$ cat src/rtl/mem_port_arbiter.sv
`default_nettype none
// ============================================================================
//  Module      : mem_port_arbiter
//  Description : Shares one single-ported, fixed-latency memory between the
//                CPU instruction-fetch port and the load/store data port.
//                Each requester uses a req/gnt/rvalid handshake. Data
//                accesses win contention, but a starvation counter forces a
//                fetch grant after STARVE_MAX consecutive fetch losses.
//
//  Ports
//    clock, reset          : rising-edge clock, async active-low reset
//    if_req/if_addr        : fetch request, held until if_gnt
//    if_gnt/if_rvalid      : 1-cycle accept / data-valid pulses
//    if_rdata              : fetched instruction word
//    d_req/d_we/d_addr/
//    d_wdata               : load/store request, held until d_gnt
//    d_gnt/d_rvalid        : 1-cycle accept / load-data-or-store-done pulses
//    d_rdata               : load data (unchanged by stores)
//    mem_en/mem_we         : 1-cycle memory strobe and its write qualifier
//    mem_addr/mem_wdata    : held from the arbitration edge to the next issue
//    mem_rdata             : valid MEM_LAT cycles after the mem_en cycle
//    busy                  : high whenever the sequencer is not idle
//
//  Revision    : 1.0  initial release
// ============================================================================
module mem_port_arbiter #(
    parameter int ADDR_W     = 32,
    parameter int DATA_W     = 32,
    parameter int MEM_LAT    = 2,
    parameter int STARVE_MAX = 4
) (
    input  logic              clock,
    input  logic              reset,

    input  logic              if_req,
    input  logic [ADDR_W-1:0] if_addr,
    output logic              if_gnt,
    output logic              if_rvalid,
    output logic [DATA_W-1:0] if_rdata,

    input  logic              d_req,
    input  logic              d_we,
    input  logic [ADDR_W-1:0] d_addr,
    input  logic [DATA_W-1:0] d_wdata,
    output logic              d_gnt,
    output logic              d_rvalid,
    output logic [DATA_W-1:0] d_rdata,

    output logic              mem_en,
    output logic              mem_we,
    output logic [ADDR_W-1:0] mem_addr,
    output logic [DATA_W-1:0] mem_wdata,
    input  logic [DATA_W-1:0] mem_rdata,

    output logic              busy
);

    // ------------------------------------------------------------------
    // Constants
    // ------------------------------------------------------------------
    localparam int c_cnt_w    = (MEM_LAT > 1) ? $clog2(MEM_LAT) : 1;
    localparam int c_starve_w = $clog2(STARVE_MAX + 1);

    localparam logic [c_cnt_w-1:0]    c_wait_load  = c_cnt_w'(MEM_LAT - 1);
    localparam logic [c_cnt_w-1:0]    c_cnt_one    = c_cnt_w'(1);
    localparam logic [c_starve_w-1:0] c_starve_max = c_starve_w'(STARVE_MAX);
    localparam logic [c_starve_w-1:0] c_starve_one = c_starve_w'(1);

    // ------------------------------------------------------------------
    // State encoding
    // ------------------------------------------------------------------
    typedef enum logic [1:0] {
        ST_IDLE  = 2'd0,
        ST_ISSUE = 2'd1,
        ST_WAIT  = 2'd2,
        ST_RESP  = 2'd3
    } state_t;

    state_t                r_state;
    state_t                w_state_nxt;

    logic [c_cnt_w-1:0]    r_wait_cnt;
    logic [c_starve_w-1:0] r_starve;
    logic                  r_owner_d;   // 1: current operation belongs to data port
    logic                  r_owner_we;  // 1: current operation is a store

    logic                  w_arb;
    logic                  w_take;
    logic                  w_fetch_forced;
    logic                  w_d_win;
    logic                  w_i_win;
    logic                  w_last_wait;

    // ------------------------------------------------------------------
    // Arbitration decision
    // ------------------------------------------------------------------
    // Requests are only looked at on the edge that closes an IDLE or RESP
    // cycle; during ISSUE/WAIT the request lines are ignored entirely, so a
    // requester holding req high simply queues its next operation.
    always_comb begin
        w_arb          = (r_state == ST_IDLE) || (r_state == ST_RESP);
        w_fetch_forced = if_req && (r_starve == c_starve_max);
        w_d_win        = d_req && !w_fetch_forced;
        w_i_win        = if_req && !w_d_win;
        w_take         = w_arb && (if_req || d_req);
        w_last_wait    = (r_state == ST_WAIT) && (r_wait_cnt == '0);
    end

    // ------------------------------------------------------------------
    // Next-state logic
    // ------------------------------------------------------------------
    always_comb begin
        w_state_nxt = r_state;
        case (r_state)
            ST_IDLE,
            ST_RESP:  w_state_nxt = w_take ? ST_ISSUE : ST_IDLE;
            ST_ISSUE: w_state_nxt = ST_WAIT;
            ST_WAIT:  w_state_nxt = (r_wait_cnt == '0) ? ST_RESP : ST_WAIT;
            default:  w_state_nxt = ST_IDLE;
        endcase
    end

    // ------------------------------------------------------------------
    // State register
    // ------------------------------------------------------------------
    always_ff @(posedge clock or negedge reset) begin
        if (!reset) begin
            r_state <= ST_IDLE;
        end else begin
            r_state <= w_state_nxt;
        end
    end

    // ------------------------------------------------------------------
    // Wait-cycle counter: loaded in ISSUE so that WAIT lasts exactly
    // MEM_LAT cycles; the cycle where it reads zero is the one in which
    // mem_rdata is valid.
    // ------------------------------------------------------------------
    always_ff @(posedge clock or negedge reset) begin
        if (!reset) begin
            r_wait_cnt <= '0;
        end else if (r_state == ST_ISSUE) begin
            r_wait_cnt <= c_wait_load;
        end else if ((r_state == ST_WAIT) && (r_wait_cnt != '0)) begin
            r_wait_cnt <= r_wait_cnt - c_cnt_one;
        end
    end

    // ------------------------------------------------------------------
    // Starvation counter
    // ------------------------------------------------------------------
    // Counts consecutive arbitrations that fetch lost while requesting.
    // Any fetch grant, or any arbitration with no fetch request, clears it.
    always_ff @(posedge clock or negedge reset) begin
        if (!reset) begin
            r_starve <= '0;
        end else if (w_arb) begin
            if (!if_req || w_i_win) begin
                r_starve <= '0;
            end else if (r_starve != c_starve_max) begin
                r_starve <= r_starve + c_starve_one;
            end
        end
    end

    // ------------------------------------------------------------------
    // Issue-side outputs and operation ownership
    // ------------------------------------------------------------------
    // gnt and mem_en are registered from the arbitration decision so they
    // appear together in the ISSUE cycle. Address/write data are latched on
    // the same edge and held until the next issue.
    always_ff @(posedge clock or negedge reset) begin
        if (!reset) begin
            if_gnt     <= 1'b0;
            d_gnt      <= 1'b0;
            mem_en     <= 1'b0;
            mem_we     <= 1'b0;
            mem_addr   <= '0;
            mem_wdata  <= '0;
            r_owner_d  <= 1'b0;
            r_owner_we <= 1'b0;
        end else begin
            if_gnt <= w_take && w_i_win;
            d_gnt  <= w_take && w_d_win;
            mem_en <= w_take;
            mem_we <= w_take && w_d_win && d_we;
            if (w_take) begin
                r_owner_d  <= w_d_win;
                r_owner_we <= w_d_win && d_we;
                if (w_d_win) begin
                    mem_addr  <= d_addr;
                    mem_wdata <= d_wdata;
                end else begin
                    mem_addr  <= if_addr;
                    mem_wdata <= '0;
                end
            end
        end
    end

    // ------------------------------------------------------------------
    // Response-side outputs
    // ------------------------------------------------------------------
    // The last WAIT cycle captures read data into the owner's register and
    // arms that owner's rvalid for the RESP cycle. Stores leave d_rdata
    // untouched but still produce a completion pulse.
    always_ff @(posedge clock or negedge reset) begin
        if (!reset) begin
            if_rvalid <= 1'b0;
            d_rvalid  <= 1'b0;
            if_rdata  <= '0;
            d_rdata   <= '0;
        end else begin
            if_rvalid <= w_last_wait && !r_owner_d;
            d_rvalid  <= w_last_wait && r_owner_d;
            if (w_last_wait && !r_owner_we) begin
                if (r_owner_d) begin
                    d_rdata <= mem_rdata;
                end else begin
                    if_rdata <= mem_rdata;
                end
            end
        end
    end

    // ------------------------------------------------------------------
    // Busy flag, registered from the next state so it tracks r_state.
    // ------------------------------------------------------------------
    always_ff @(posedge clock or negedge reset) begin
        if (!reset) begin
            busy <= 1'b0;
        end else begin
            busy <= (w_state_nxt != ST_IDLE);
        end
    end

endmodule
`default_nettype wire

$ cat config.mk
export PLATFORM = sky130hd
export DESIGN_NAME = mem_port_arbiter
export DESIGN_NICKNAME = d
export VERILOG_FILES = /design/src/rtl/mem_port_arbiter.sv
export SDC_FILE = /design/constraint.sdc
export NUM_CORES = 1
export LEC_CHECK = 0
export ABC_AREA = 1
export ABC_CLOCK_PERIOD_IN_PS = 2300
export CAP_MARGIN = 20
export CORE_ASPECT_RATIO = 1.75
export CORE_MARGIN = 8
export CORE_UTILIZATION = 40
export DETAILED_ROUTE_END_ITERATION = 16
export PLACE_DENSITY = 0.75
export SYNTH_ARGS = -nofsm -noshare
export SYNTH_HDL_FRONTEND = slang
export SYNTH_SLANG_ARGS = --single-unit
$ cat constraint.sdc
create_clock -name clock -period 2.3 [get_ports clock]
set_input_delay 0.46 -clock clock [delete_from_list [all_inputs] [get_ports clock]]
set_output_delay 0.46 -clock clock [all_outputs]
set_load 0.02 [all_outputs]
==> results.sh <==
export IMPL_setup_tns_ns=0
export IMPL_dpl_cell_area_um2=8876
export IMPL_overflow=0
export IMPL_avgRoutedWirePerCell_um=15.65
export IMPL_ys_ff_latch=143
export IMPL_dieArea_um2=19230
export IMPL_start_util=0.4041
export IMPL_syn2layout_area_growth_pct=58.91
export IMPL_dp_cells=1135
export IMPL_die_width_um=108.3
export IMPL_maxCapViolations=0
export IMPL_grt_max_degree=65
export IMPL_syn_area_um2=5966
export IMPL_crit_buf_inv=1
export IMPL_relSlewSlack=0.7302
export IMPL_layout_common_cells="nand2_1 (268), clkdlybuf4s50_1 (266), dfrtp_1 (143)"
export IMPL_grt_pass1_wl_mm=28.98
export IMPL_cpMaxStageDelayCell="clkdlybuf4s50_1"
export IMPL_synth_xor_area_share=0.001468
export IMPL_dr_pass1_iters=4
export IMPL_grt_use_total=0.1929
export IMPL_drive_gt1_frac=0.05882
export IMPL_via_per_inst=4.533
export IMPL_end_kind="primary output"
export IMPL_worstPathRequired_ns=1.84
export IMPL_finalNonFillerCells=1169
export IMPL_io_pins=268
export IMPL_initialDrtViolationCount=247
export IMPL_clk_path_buf_depth=2
export IMPL_coreArea_um2=14760
export IMPL_setup_violations_final=0
export IMPL_ys_seq_area_frac=0.5998
export IMPL_tightest_slew_ns=0.4047
export IMPL_fin_area_um2=9480
export IMPL_yosysWarnings=0
export IMPL_antenna_found_initial=0
export IMPL_grt_pass1_vias=5611
export IMPL_clkLatencyLatePin_ns=0.41
export IMPL_tritoncts_num_buffers=17
export IMPL_syn_mean_instance_area_um2=8.474
export IMPL_slowest_delay_ns=0.66
export IMPL_arrival_ns=1.42
export IMPL_htree_levels=4
export IMPL_fp_dieH_um=177.6
export IMPL_critPathTopFamily="buffers and inverters"
export IMPL_fmax_ghz=0.5317
export IMPL_dr_wl_met3_mm=1.189
export IMPL_clkPwrFrac=0.195
export IMPL_leakage_nw=4.799
export IMPL_total_power_mw=13.95
export IMPL_synth_mux_area_frac=0
export IMPL_p_sw_frac=0.3981
export IMPL_fin_nets=1110
export IMPL_dp_hpwl_mm=13.82
export IMPL_timing_final_crit_share=0.8178
export IMPL_rsz0062_at_grt="false"
export IMPL_drc_errors=0
export IMPL_hold_viol_final=0
export IMPL_synthDistinctLibCells=20
export IMPL_rows=59
export IMPL_critical_path_cell_chain="clkdlybuf4s50_1"
export IMPL_skew_ns=0.009703
export IMPL_synthCells=704
export IMPL_antenna_cells=0
export IMPL_yosys_area_share_adder=0.008389
export IMPL_route_met2_wl_mm=9.972
export IMPL_synth_top_family_by_area="simple AND/OR/NAND/NOR gates"
export IMPL_vdd_drop_max_mv=1.321
export IMPL_yosys_area_share_simple=0.2347
export IMPL_combinationalPowerShare=0.493
export IMPL_cts_root_buf="clkbuf_16"
export IMPL_status="finished clean"
export IMPL_place_congestion=0.7880
export IMPL_clk_transition_reported_paths_ns=0.06
export IMPL_final_util=0.6421
export IMPL_syn_num_nets=841
export IMPL_p_switching_mw=5.551
export IMPL_crit_path_max_fanout=2
export IMPL_port_buffers=267
export IMPL_pwr_share_seq=0.312
export IMPL_synth_compound_area_frac=0.05747
export IMPL_p_int_mw=8.395
export IMPL_ant_nets=0
export IMPL_power_per_cell_area_nw_per_um2=1471
export IMPL_cts_sinks=143
export IMPL_vias=5299
export IMPL_worstSetupStartpointType="flop"
export IMPL_met1_length_mm=6.563
export IMPL_criticalPathCategory="reg2out"
export IMPL_report_final_slew_viol_count=0
export IMPL_wl_mm=18.30
export IMPL_top_layer_used="met4"
export IMPL_tritoncts="yes"
export IMPL_finalCriticalPeriod_ns=1.881
export IMPL_hold_path_class="reg2reg"
export IMPL_mostFrequentLayoutCell="nand2_1"
export IMPL_fill_cells=1270
export IMPL_cts_setup_buffers=0
-- sequential cells by signal, indices dropped and copies added, names as in the netlist, 2 cells and up --
register   cells
d_rdata       32
if_rdata      32
mem_addr      32
mem_wdata     32
r_starve       3
r_state        2
-- Yosys cell counts, drive strengths merged --
cell type / n / area share
nor2: 6 / 0.0059
buf: 23 / 0.023
a21oi: 1 / 0.00084
ha: 4 / 0.0084
nand2: 271 / 0.17
nand3: 68 / 0.058
o21ai: 66 / 0.055
inv: 108 / 0.068
o21bai: 1 / 0.0013
clkbuf: 12 / 0.0075
dfrtp: 143 / 0.60
xor2: 1 / 0.0015
-- repair_timing --
item | in CTS | in global routing
hold buffers | 1 | 0
hold endpoints to repair | 39 | 0
endpoints found under the setup margin | 0 | 0
gates resized for setup | 0 | 0
-- area by class of cell --
class,instances,area (um2),share of cell area
Tap cell,183,229.0,0.02415
Sequential cell,143,3578,0.3775
Timing Repair Buffer,285,2878,0.3036
Inverter,108,405.4,0.04276
Clock buffer,18,429.2,0.04527
Clock inverter,14,153.9,0.01623
Multi-Input combinational cell,418,1807,0.1906
-- worst paths after layout --
kind | start | endpoint | slack [ns] | cells past startpoint
max | mem_wdata[16] | mem_wdata[16] | 0.42 | 1
min | mem_wdata[7] | mem_wdata[7] | 0.48 | 2
max reg2reg | r_state[0] | r_state[0] | 0.64 | 8
min reg2reg | mem_wdata[7] | mem_wdata[7] | 0.48 | 2
max in group asynchronous | reset | mem_wdata[9] | 1.11 | 3
min in group asynchronous | reset | d_rdata[8] | 0.55 | 2
-- power by group through the flow --
stage | Combinational (mW) | Sequential (mW) | Clock [mW]
finish | 6.87 | 4.35 | 2.73
global route | 7.46 | 4.53 | 2.89
CTS | 6.98 | 4.36 | 2.80
detailed placement | 6.96 | 4.38 | 0
global placement | 6.85 | 4.34 | 0
floorplan | 2.13 | 5.76 | 0
-- per-layer routing --
layer / up-vias / global-route usage
met3: 29 / 0.05709
met1: 2425 / 0.1955
met4: 0 / 0.08090
met2: 174 / 0.3533
li1: 2671 / -
met5: - / 0
-- cell families after synthesis --
group | Yosys count
and+or+nand+nor | 345
buffers and inverters | 143
DFF | 143
AOI/OAI and AO/OA | 68
adders and majority gates | 4
xor gates and xnor gates | 1
-- per-stage QoR --
stage | hold WS [ns] | setup WS, ns
3_3_place_gp | 0.4002 | -0.1004
3_5_place_dp | 0.4046 | -0.1458
2_1_floorplan | 0.1644 | 0.7897
5_1_grt | 0.4998 | 0.3561
6_report | 0.4763 | 0.4192
4_1_cts | 0.4810 | 0.1039
(Power assumes the default switching activity.)
